===== config.mk =====
export PLATFORM = sky130hd
export DESIGN_NAME = rf_wb_arbiter_flat
export DESIGN_NICKNAME = d
export VERILOG_FILES = /design/src/rtl/rf_wb_arbiter_pkg.sv /design/src/rtl/rf_wb_arbiter_if.sv /design/src/rtl/rf_wb_arbiter_rr_arbiter.sv /design/src/rtl/rf_wb_arbiter.sv /design/src/flat_wrapper.sv
export SDC_FILE = /design/constraint.sdc
export NUM_CORES = 1
export LEC_CHECK = 0
export CAP_MARGIN = 20
export CORE_MARGIN = 2
export CORE_UTILIZATION = 40
export DETAILED_ROUTE_END_ITERATION = 10
export DONT_BUFFER_PORTS = 1
export REMOVE_ABC_BUFFERS = 1
export SYNTH_ARGS = -nofsm -noshare
export SYNTH_HDL_FRONTEND = slang
export SYNTH_SLANG_ARGS = --single-unit

===== constraint.sdc =====
create_clock -name clk -period 2 [get_ports clk]
set_clock_uncertainty 0.05 [all_clocks]
set_input_delay 0 -clock clk [delete_from_list [all_inputs] [get_ports clk]]
set_output_delay 0 -clock clk [all_outputs]
set_load 0.02 [all_outputs]

===== src/rtl/rf_wb_arbiter_pkg.sv =====
// rf_wb_pkg: shared widths, the write-back record type and the round-robin
// index helper for the register-file write-back arbiter.
package rf_wb_pkg;

    localparam int unsigned REG_ADDR_W = 5;
    localparam int unsigned DATA_W     = 32;
    localparam logic [REG_ADDR_W-1:0] REG_ZERO = 5'd0;

    // One register-file write: destination register and value.
    typedef struct packed {
        logic [REG_ADDR_W-1:0] addr;
        logic [DATA_W-1:0]     data;
    } wb_write_t;

    // Next index in a ring of n requesters, wrapping n-1 -> 0.
    function automatic int unsigned rr_next(input int unsigned idx, input int unsigned n);
        return (idx + 1 >= n) ? 0 : idx + 1;
    endfunction

endpackage


===== src/rtl/rf_wb_arbiter_if.sv =====
// Write-back bus: requester handshake, hazard stall and the RF write port.
// master = requesters/hazard side, slave = arbiter.
interface rf_wb_arbiter_if
    import rf_wb_pkg::*;
#(
    parameter int unsigned NUM_REQ = 2
);

    logic [NUM_REQ-1:0]            req_valid;
    logic [NUM_REQ*REG_ADDR_W-1:0] req_addr;
    logic [NUM_REQ*DATA_W-1:0]     req_data;
    logic [NUM_REQ-1:0]            req_ready;
    logic                          wb_stall;
    logic [REG_ADDR_W-1:0]         RdAddr;
    logic [DATA_W-1:0]             RdData;
    logic                          RegWrite;

    modport master (
        output req_valid, req_addr, req_data, wb_stall,
        input  req_ready, RdAddr, RdData, RegWrite
    );

    modport slave (
        input  req_valid, req_addr, req_data, wb_stall,
        output req_ready, RdAddr, RdData, RegWrite
    );

endinterface


===== src/rtl/rf_wb_arbiter_rr_arbiter.sv =====
// rr_arbiter: combinational round-robin grant over a valid vector, plus the
// last_grant pointer, which moves only when a grant is actually issued.
module rr_arbiter
    import rf_wb_pkg::*;
#(
    parameter int unsigned NUM_REQ = 2,
    localparam int unsigned IDX_W  = $clog2(NUM_REQ)
) (
    input  logic               clk,
    input  logic               rst,
    input  logic [NUM_REQ-1:0] valid,
    input  logic               stall,
    output logic [NUM_REQ-1:0] grant,
    output logic [IDX_W-1:0]   grant_idx,
    output logic               grant_any
);

    logic [IDX_W-1:0] last_grant;
    int unsigned      idx;

    // Search from last_grant+1 with wrap; first valid requester wins.
    always_comb begin
        grant     = '0;
        grant_idx = last_grant;
        grant_any = 1'b0;
        idx       = 32'(last_grant);
        if (!rst && !stall) begin
            for (int unsigned k = 0; k < NUM_REQ; k++) begin
                idx = rr_next(idx, NUM_REQ);
                if (!grant_any && valid[idx]) begin
                    grant[idx] = 1'b1;
                    grant_idx  = IDX_W'(idx);
                    grant_any  = 1'b1;
                end
            end
        end
    end

    // Pointer parks on NUM_REQ-1 after reset so requester 0 is first.
    always_ff @(posedge clk) begin
        if (rst) begin
            last_grant <= IDX_W'(NUM_REQ - 1);
        end else if (grant_any) begin
            last_grant <= grant_idx;
        end
    end

endmodule


===== src/rtl/rf_wb_arbiter.sv =====
// rf_wb_arbiter: shares the register file's single write port between
// NUM_REQ write-back requesters. The winner's write is registered onto
// RdAddr/RdData/RegWrite and committed by the RF on the following negedge.
// conflict_cnt saturates and counts unstalled cycles with >=2 requesters.
// Optional: RF_WB_ZERO_FILTER_EN suppresses RegWrite for writes to R0 while
// still granting them.
module rf_wb_arbiter
    import rf_wb_pkg::*;
#(
    parameter int unsigned NUM_REQ = 2,
    parameter int unsigned CNT_W   = 16
) (
    input  logic                  clk,
    input  logic                  rst,
    rf_wb_arbiter_if.slave        bus,
    output logic [CNT_W-1:0]      conflict_cnt
);

    localparam int unsigned IDX_W = $clog2(NUM_REQ);

    logic [NUM_REQ-1:0] grant;
    logic [IDX_W-1:0]   grant_idx;
    logic               grant_any;
    wb_write_t          win;
    logic               wr_en;
    logic               contend;

    rr_arbiter #(
        .NUM_REQ (NUM_REQ)
    ) u_rr (
        .clk       (clk),
        .rst       (rst),
        .valid     (bus.req_valid),
        .stall     (bus.wb_stall),
        .grant     (grant),
        .grant_idx (grant_idx),
        .grant_any (grant_any)
    );

    assign bus.req_ready = grant;

    // Select the granted requester's destination and data.
    always_comb begin
        win.addr = bus.req_addr[REG_ADDR_W*int'(grant_idx) +: REG_ADDR_W];
        win.data = bus.req_data[DATA_W*int'(grant_idx) +: DATA_W];
    end

`ifdef RF_WB_ZERO_FILTER_EN
    assign wr_en = (win.addr != REG_ZERO);
`else
    assign wr_en = 1'b1;
`endif

    assign contend = ($countones(bus.req_valid) >= 2) && !bus.wb_stall;

    // RF write port: load on grant, otherwise drop RegWrite and hold addr/data.
    always_ff @(posedge clk) begin
        if (rst) begin
            bus.RdAddr   <= '0;
            bus.RdData   <= '0;
            bus.RegWrite <= 1'b0;
        end else if (grant_any) begin
            bus.RdAddr   <= win.addr;
            bus.RdData   <= win.data;
            bus.RegWrite <= wr_en;
        end else begin
            bus.RegWrite <= 1'b0;
        end
    end

    // Saturating contention counter; stalled cycles are not counted.
    always_ff @(posedge clk) begin
        if (rst) begin
            conflict_cnt <= '0;
        end else if (contend && (conflict_cnt != '1)) begin
            conflict_cnt <= conflict_cnt + CNT_W'(1);
        end
    end

    // A pending request must keep valid, addr and data until accepted.
    for (genvar i = 0; i < NUM_REQ; i++) begin : g_hold
        a_hold: assert property (@(posedge clk) disable iff (rst)
            (bus.req_valid[i] && !bus.req_ready[i]) |=>
            (bus.req_valid[i]
             && $stable(bus.req_addr[i*REG_ADDR_W +: REG_ADDR_W])
             && $stable(bus.req_data[i*DATA_W +: DATA_W])));
    end

endmodule


===== src/flat_wrapper.sv =====
// flat-port wrapper written by rule: the top's interface ports become plain ports
module rf_wb_arbiter_flat import rf_wb_pkg::*;
#(
    parameter int unsigned NUM_REQ = 2,
    parameter int unsigned CNT_W   = 16
)
  (clk, rst, conflict_cnt, bus_req_valid, bus_req_addr, bus_req_data, bus_wb_stall, bus_req_ready, bus_RdAddr, bus_RdData, bus_RegWrite);
  rf_wb_arbiter_if #(.NUM_REQ(NUM_REQ)) bus_i ();
  input  logic clk;
  input  logic rst;
  output logic [CNT_W-1:0] conflict_cnt;
  input wire logic [$bits(bus_i.req_valid)-1:0] bus_req_valid;
  input wire logic [$bits(bus_i.req_addr)-1:0] bus_req_addr;
  input wire logic [$bits(bus_i.req_data)-1:0] bus_req_data;
  input wire logic [$bits(bus_i.wb_stall)-1:0] bus_wb_stall;
  output wire logic [$bits(bus_i.req_ready)-1:0] bus_req_ready;
  output wire logic [$bits(bus_i.RdAddr)-1:0] bus_RdAddr;
  output wire logic [$bits(bus_i.RdData)-1:0] bus_RdData;
  output wire logic [$bits(bus_i.RegWrite)-1:0] bus_RegWrite;
  assign bus_i.req_valid = bus_req_valid;
  assign bus_i.req_addr = bus_req_addr;
  assign bus_i.req_data = bus_req_data;
  assign bus_i.wb_stall = bus_wb_stall;
  assign bus_req_ready = bus_i.req_ready;
  assign bus_RdAddr = bus_i.RdAddr;
  assign bus_RdData = bus_i.RdData;
  assign bus_RegWrite = bus_i.RegWrite;
  rf_wb_arbiter #(.NUM_REQ(NUM_REQ), .CNT_W(CNT_W)) u_core (.clk(clk), .rst(rst), .bus(bus_i), .conflict_cnt(conflict_cnt));
endmodule

==> results of run 1 <==
==> worst paths after layout <==
check | from | to | slack, ps | cells after the start
hold / removal | rst | u_core.u_rr.last_grant | 40 | 3
setup / recovery | u_core.conflict_cnt[0] | u_core.conflict_cnt[9] | 110 | 5
hold reg to reg | u_core.conflict_cnt[1] | u_core.conflict_cnt[1] | 510 | 2
setup reg to reg | u_core.conflict_cnt[0] | u_core.conflict_cnt[9] | 110 | 5
==> layout make-up <==
cell class | count | area [µm²] | area share
Multi-Input combinational cell | 203 | 1430 | 0.389
Sequential cell | 55 | 1100 | 0.299
Timing Repair Buffer | 97 | 961 | 0.261
Tap cell | 77 | 96.3 | 0.0261
Clock buffer | 6 | 72.6 | 0.0197
Clock inverter | 2 | 16.3 | 0.00441
Inverter | 2 | 7.51 | 0.00204
==> sequential cells by signal (all words and copies together) (netlist names) <==
| register | flops |
|---|---|
| u_core.bus.RdAddr | 5 |
| u_core.bus.RegWrite | 1 |
| u_core.u_rr.last_grant | 1 |
| u_core.bus.RdData | 32 |
| u_core.conflict_cnt | 16 |
==> metal layers <==
metal	wire (µm)	vias to the layer above	part of all wire	global-route usage
met5	0	-	0	0
met4	149	0	0.020	0.0635
met3	625	17	0.084	0.0730
met2	3560	114	0.48	0.324
met1	3130	1102	0.42	0.265
li1	-	1201	-	-
==> per-stage QoR <==
stage | setup slack (ps) | std cells | cell area [µm²] | utilization | total power [mW]
after global placement | 139 | 358 | 2820 | 0.442 | 1.48
after floorplan | -1220 | 260 | 2530 | - | 1.44
final | 105 | 442 | 3690 | 0.578 | 2.24
after global routing | 15.9 | 442 | 3690 | 0.578 | 2.36
after detailed placement | 78.8 | 358 | 2820 | 0.442 | 1.49
after CTS | 75.7 | 442 | 3690 | 0.577 | 2.25
==> Yosys cell counts, types with 2 or more instances <==
cell type	instances	area [µm²]
nand4_1	6	37.5
mux2i_1	38	380
and4_1	2	17.5
clkbuf_1	11	41.3
inv_1	2	7.51
nand2b_1	5	31.3
mux2_1	7	78.8
nor2_1	45	169
a211oi_1	40	300
o31ai_1	3	22.5
buf_4	2	15.0
nor2b_1	7	43.8
and3_1	5	31.3
or4_1	4	30.0
buf_6	3	33.8
and2_1	2	12.5
dfxtp_1	55	1100
a21oi_1	10	50.1
nand3_1	2	10.0
nor3_1	3	15.0
nand2_1	6	22.5
nand3_2	2	20.0
buf_2	5	25.0
==> worst max-delay path, stage by stage (launching register included) <==
cell and delay, ps:
dfxtp_1 370, ha_1 230, and3_1 220, and3_2 300
a211oi_1 280, mux2_1 350
==> cells by family (layout without fill, tap and decap cells) <==
| kind of cell | after synthesis | in the layout |
|---|---|---|
| multiplexers | 45 | 45 |
| AO/OA/AOI/OAI | 62 | 62 |
| flip-flops | 55 | 55 |
| adder cells (fa/ha/maj) | 1 | 1 |
| buffers and inverters | 24 | 107 |
| AND/OR/NAND/NOR | 95 | 95 |
==> report_power, final <==
group          leakage [nW]  switching [mW]  internal, mW
logic                 0.884           0.165         0.206
registers             0.450           0.101          1.15
clock network        0.0418           0.368         0.253
total                  1.38           0.635          1.61
==> repair_timing <==
action / 4_1_cts / 5_1_grt
setup endpoints to repair: 0 / 4
gates resized for setup: 0 / 1
hold buffers: 76 / 0
buffers inserted: 0 / 0
endpoints found under the hold margin: 54 / 0
==> flow_summary.ini, run 1 <==
[synth]
synth.distinct_cells = 40
seq_area_frac_synth = 0.416
synth_compound_area_frac = 0.170
synthMuxAreaShare = 0.173
synth_ff_type = dfxtp_1
synth_xor_area_frac = 0
synth_adder_area_share = 0.00472
async_flop_share = 0
synthSimpleGateAreaFrac = 0.189
syn_avg_cell_area_um2 = 9.39
synth_top_family_by_area = simple AND/OR/NAND/NOR gates
synth_edf_count = 0
ys_warn_count = 0
netlist_instances = 282
syn-cell-area_mm2 = 0.00265
synth_seq_cells = 55

[layout]
antenna_cells = 0
most-common-layout-cells = dlygate4sd3_1 (75), dfxtp_1 (55), nor2_1 (45)
layout-drive-gt1-share = 0.101
syn2layout_area_growth_pct = 39.3
fillerInstances = 538
final_common_cell = dlygate4sd3_1
final_nets = 444

[detailed_routing]
drc = 0
wire_per_inst_um = 16.9
vias = 2434
drtPass1Iterations = 4
ant_nets = 0
vias_per_cell = 5.51
wirelength_mm = 7.46
drt_iter0_markers = 56

[clock_network]
clk_pin_slew_ps = 100
cts_tree = done
root_buffer = clkbuf_8
cts.htree.levels = 2
cts_buffer_depth = 2
cts_buffers = 5
cts.sinks = 55
clk_latency_ps = 300

[global_route]
gr-usage-all-layers = 0.206
grt_max_degree = 76
antenna_found_initial = 0
grt_pass1_wl_mm = 12.0
globalRouteOverflowTotal = 0
first_global_vias = 2368

[pwr]
cellPowerDensity_mw_per_mm2 = 608
leakagePower_nw = 1.38
ir_worst_vdd_mv = 0.355

[sta]
min_period_over_period = 0.947
fmax_mhz = 528
slew_violations = 0
layout_min_cycle_time_ps = 1890
hold_viol = 0
tightest_slew_ps = 488
rsz0062_at_grt = false
finalSetupViolCount = 0
hold_slack_ps = 43.4
fin_setup_tns_ps = 0
timing.slew.headroom = 0.674

[place]
hpwlAfterDp_mm = 4.09
port_buffers = 0
place_congestion = 0.798

[die]
placementRows = 29
die_x_um = 85.4
core_mm2 = 0.00639
io_pins = 135
dieHeight_um = 85.4
start_util = 0.415
die-area_mm2 = 0.00729

[setup_path]
required_ps = 2140
setup.worst_path.start_class = register
end_kind = register
path_max_fanout = 10
worst_ep_arrival_time_ps = 2040
path_class = register to register

[worst_hold_path]
worstHoldPathType = input port to register

[outcome]
status = finished clean

[run]
drv_cap = 0
No activity file was read; power rests on OpenSTA's default activity.
==> run 2, diff against run 1 <==
--- a/config.mk
+++ b/config.mk
@@ -10,6 +10,7 @@
 export CORE_UTILIZATION = 40
 export DETAILED_ROUTE_END_ITERATION = 10
 export DONT_BUFFER_PORTS = 1
+export RECOVER_POWER = 50
 export REMOVE_ABC_BUFFERS = 1
 export SYNTH_ARGS = -nofsm -noshare
 export SYNTH_HDL_FRONTEND = slang
==> run 2 against run 1 <==
Net effect:
- sequential share of layout area increased by 0.59 points
- first-iteration DRC count decreased by 8.9%
- die area unchanged
- flip-flop and latch count unchanged
- final cell count unchanged
- critical path depth unchanged
- hold slack about the same
- utilization decreased by 1.1 points
- combinational power about the same
- critical path type unchanged
==> flow_summary.ini, run 2 (synthesis results as in run 1) <==
[outcome]
status = finished clean

[die]
io_pins = 135
die_x_um = 85.4
dieHeight_um = 85.4
start_util = 0.415
core_mm2 = 0.00639
die-area_mm2 = 0.00729
placementRows = 29

[layout]
final_nets = 444
layout-drive-gt1-share = 0.0603
fin_util = 0.566
most-common-layout-cells = dlygate4sd3_1 (75), dfxtp_1 (55), nor2_1 (45)
final_common_cell = dlygate4sd3_1
largest_register_ff_count = 32
stdcell_count = 442
top_register = u_core.bus.RdData
syn2layout_area_growth_pct = 36.6
antenna_cells = 0
reg.largest.list = u_core.bus.RdData: 32 flops, u_core.conflict_cnt: 16 flops, u_core.bus.RdAddr: 5 flops
multi_input_area_mm2 = 0.00143
fillerInstances = 544
layout.area.seq_mm2 = 0.00110

[clock_network]
clk_latency_ps = 300
root_buffer = clkbuf_8
cts.sinks = 55
cts_buffer_depth = 2
cts_buffers = 5
cts.htree.levels = 2
cts_tree = done
clk_pin_slew_ps = 100

[pwr]
power_mw = 2.24
ir_worst_vdd_mv = 0.354
cellPowerDensity_mw_per_mm2 = 619
leakagePower_nw = 1.31

[detailed_routing]
wire_per_inst_um = 16.9
vias = 2430
vias_per_cell = 5.50
drtPass1Iterations = 4
drc = 0
drt_iter0_markers = 51
ant_nets = 0
wirelength_mm = 7.46

[setup_path]
path_max_fanout = 10
worst_path_dominant_cell_family = simple AND/OR/NAND/NOR gates
crit_buf_inv = 0
worst_path_largest_cell_delay_ps = 370
r2r_end = u_core.conflict_cnt[13]
crit_start = u_core.conflict_cnt[0]
r2r_setup_slack_ps = 110
cp_cell_sequence = ha_1, and3_1, and3_2, a211oi_1, mux2_1
required_ps = 2150
r2r_start = u_core.conflict_cnt[0]
end_kind = register
setup.worst_path.start_class = register
path_class = register to register
slowest_stage = dfxtp_1
worst_ep_arrival_time_ps = 2040
rr_worst_depth = 5

[place]
hpwlAfterDp_mm = 4.09
dp.cells = 358
port_buffers = 0
place_congestion = 0.798

[global_route]
grt_pass1_wl_mm = 12.0
first_global_vias = 2368
grt_max_degree = 76
gr-usage-all-layers = 0.206
antenna_found_initial = 0
globalRouteOverflowTotal = 0

[sta]
finalSetupViolCount = 0
hold_slack_ps = 43.2
layout_min_cycle_time_ps = 1890
tightest_slew_ps = 1360
rsz0062_at_grt = false
hold_viol = 0
fin_setup_tns_ps = 0
timing.slew.headroom = 0.0937
fmax_mhz = 529
slew_violations = 0
min_period_over_period = 0.946

[worst_hold_path]
worstHoldPathType = input port to register
min_from = rst
whs_path_depth = 3
whs_endpoint = u_core.u_rr.last_grant

[run]
drv_cap = 0
==> run 2: changes by cell type in the layout (fill, tap and decap cells not counted), sizes merged <==
cell	before	now
clkbuf	6	22
buf	22	6
==> run 2: worst min-delay path, cell delays in order <==
cell	delay, ps
o32ai_4	70
buf_12	190
nand2b_1	90
==> run 2: cell type report <==
type                       count  share of cell area
inverter                       2             0.00208
tap                           77              0.0266
multi-input combinational    203               0.396
clock inverter                 2             0.00450
timing repair buffer          97               0.246
clock buffer                   6              0.0201
sequential                    55               0.304
==> run 2: worst max-delay path by stage <==
stage          slack, ps  cells past startpoint                       to
6_report             110                      5  u_core.conflict_cnt[13]
5_1_grt               10                      5  u_core.conflict_cnt[13]
4_1_cts               80                      5  u_core.conflict_cnt[13]
3_5_place_dp          80                      5  u_core.conflict_cnt[13]
3_3_place_gp         140                      5  u_core.conflict_cnt[13]
2_1_floorplan      -1220                      4     u_core.bus.RdAddr[0]
==> run 2: per-layer routing <==
metal,track usage,up-vias,part of all wire
li1,-,1205,-
met1,0.265,1095,0.43
met2,0.324,116,0.47
met3,0.0730,14,0.086
met4,0.0635,0,0.019
met5,0,-,0
==> run 2: power breakdown <==
group          internal, mW  switching, mW
Combinational         0.204          0.165
Clock                 0.253          0.367
Sequential             1.15          0.101
==> run 2: repair_timing <==
action / 4_1_cts / 5_1_grt
setup endpoints to repair: 0 / 4
hold buffers: 76 / 0
buffers inserted: 0 / 0
endpoints found under the hold margin: 54 / 0
resized for setup: 0 / 1
==> run 2: through the flow <==
stage | cell area [µm²] | setup WS [ps]
after global routing | 3620 | 13.1
after CTS | 3690 | 75.7
after global placement | 2820 | 139
after detailed placement | 2820 | 78.8
after floorplan | 2530 | -1220
final | 3620 | 108
==> run 3, diff against run 2 <==
--- a/config.mk
+++ b/config.mk
@@ -6,6 +6,7 @@
 export NUM_CORES = 1
 export LEC_CHECK = 0
 export CAP_MARGIN = 20
+export CORE_ASPECT_RATIO = 1.5
 export CORE_MARGIN = 2
 export CORE_UTILIZATION = 40
 export DETAILED_ROUTE_END_ITERATION = 10
==> run 3 against run 2 <==
Net effect:
- sequential power about the same
- largest power group unchanged
- largest cell class unchanged
- maximum frequency up 2.3%
- design area up 2.3%
==> flow_summary.ini, run 3 (synthesis results as in run 1) <==
[outcome]
status = finished clean

[sta]
hold_viol = 0
fmax_mhz = 541
tightest_slew_ps = 453
timing.slew.headroom = 0.698
hold_slack_ps = 39.5
min_period_over_period = 0.924
layout_min_cycle_time_ps = 1850
slew_violations = 0
rsz0062_at_grt = false
fin_setup_tns_ps = 0
finalSetupViolCount = 0

[detailed_routing]
drtPass1Iterations = 4
wirelength_mm = 7.58
drc = 0
vias = 2474
wire_per_inst_um = 17.0
drt_iter0_markers = 98
vias_per_cell = 5.56
ant_nets = 0

[setup_path]
slowest_stage = mux2_1
path_depth = 5
crit_buf_inv = 0
required_ps = 2140
worst_path_dominant_cell_family = simple AND/OR/NAND/NOR gates
worst_ep_arrival_time_ps = 1990
setup.worst_path.start_class = register
end_kind = register
crit_top_cell = and3_1
path_class = register to register
rr_worst_depth = 5
worst_path_largest_cell_delay_ps = 350
cp_cell_sequence = ha_1, and3_1, and3_1, a211oi_1, mux2_1
path_max_fanout = 10

[global_route]
antenna_found_initial = 0
first_global_vias = 2453
gr-usage-all-layers = 0.205
grt_max_degree = 72
grt_pass1_wl_mm = 12.1
globalRouteOverflowTotal = 0

[worst_hold_path]
whs_path_depth = 4
worstHoldPathType = input port to register

[clock_network]
clk_latency_ps = 300
cts.sinks = 55
cts.htree.levels = 2
cts_setup_buffers = 0
cts_buffers = 5
post_cts_resized = 0
clk_pin_slew_ps = 100
cts_tree = done
root_buffer = clkbuf_8
cts_buffer_depth = 2

[layout]
layout-drive-gt1-share = 0.0650
final_common_cell = dlygate4sd3_1
top_register = u_core.bus.RdData
final_nets = 448
syn2layout_area_growth_pct = 39.7
fillerInstances = 540
largest_register_ff_count = 32
fin_util = 0.574
antenna_cells = 0
most-common-layout-cells = dlygate4sd3_1 (78), dfxtp_1 (55), nor2_1 (45)
reg.largest.list = u_core.bus.RdData: 32 flops, u_core.conflict_cnt: 16 flops, u_core.bus.RdAddr: 5 flops

[pwr]
cellPowerDensity_mw_per_mm2 = 647
leakagePower_nw = 1.35
ir_worst_vdd_mv = 0.576

[die]
core_mm2 = 0.00644
start_util = 0.411
die_x_um = 70.4
io_pins = 135
dieHeight_um = 104
die-area_mm2 = 0.00730
placementRows = 36

[place]
hpwlAfterDp_mm = 4.56
port_buffers = 0
place_congestion = 0.806

[run]
drv_cap = 0
## run 3: through the flow
stage	area (µm²)	total power [mW]	std cells	setup WS [ps]
6_report	3700	2.39	445	151
5_1_grt	3700	2.49	445	63.3
4_1_cts	3750	2.40	445	152
3_5_place_dp	2830	1.49	358	171
3_3_place_gp	2830	1.49	358	204
2_1_floorplan	2530	1.44	260	-1220
## run 3: layout make-up
cell class	instances	area, µm²	area share
tap	76	95.1	0.0257
timing repair buffer	101	946	0.256
sequential	55	1100	0.298
inverter	2	7.51	0.00203
clock buffer	6	82.6	0.0223
multi-input combinational	203	1430	0.387
clock inverter	2	35.0	0.00947
## run 3: routing by layer
layer / up-vias / part of all wire / global-route usage
li1: 1207 / - / -
met3: 12 / 0.079 / 0.0603
met4: 0 / 0.017 / 0.0604
met2: 116 / 0.54 / 0.379
met5: - / 0 / 0
met1: 1139 / 0.36 / 0.220
## run 3: what timing repair did
action                                  4_1_cts  5_1_grt
endpoints found under the setup margin        0        0
hold endpoints to repair                     54        0
hold buffers                                 79        0
## run 3: path summary, 6_finish.rpt
kind	slack [ps]	startpoint	end
min	40	rst	u_core.bus.RdData[12]
max reg2reg	150	u_core.conflict_cnt[0]	u_core.conflict_cnt[9]
max	150	u_core.conflict_cnt[0]	u_core.conflict_cnt[9]
min reg2reg	530	u_core.conflict_cnt[6]	u_core.conflict_cnt[6]
## run 3: tightest hold or removal path, stage by stage
cell	delay (ps)
nor2_1	30
o21a_2	170
nor2_1	100
a211oi_1	50
## run 3: report_power, final
part / switching [mW] / internal (mW) / total, mW
clock: 0.357 / 0.406 / 0.763
combinational: 0.169 / 0.212 / 0.381
sequential: 0.101 / 1.15 / 1.25
total: 0.627 / 1.77 / 2.39
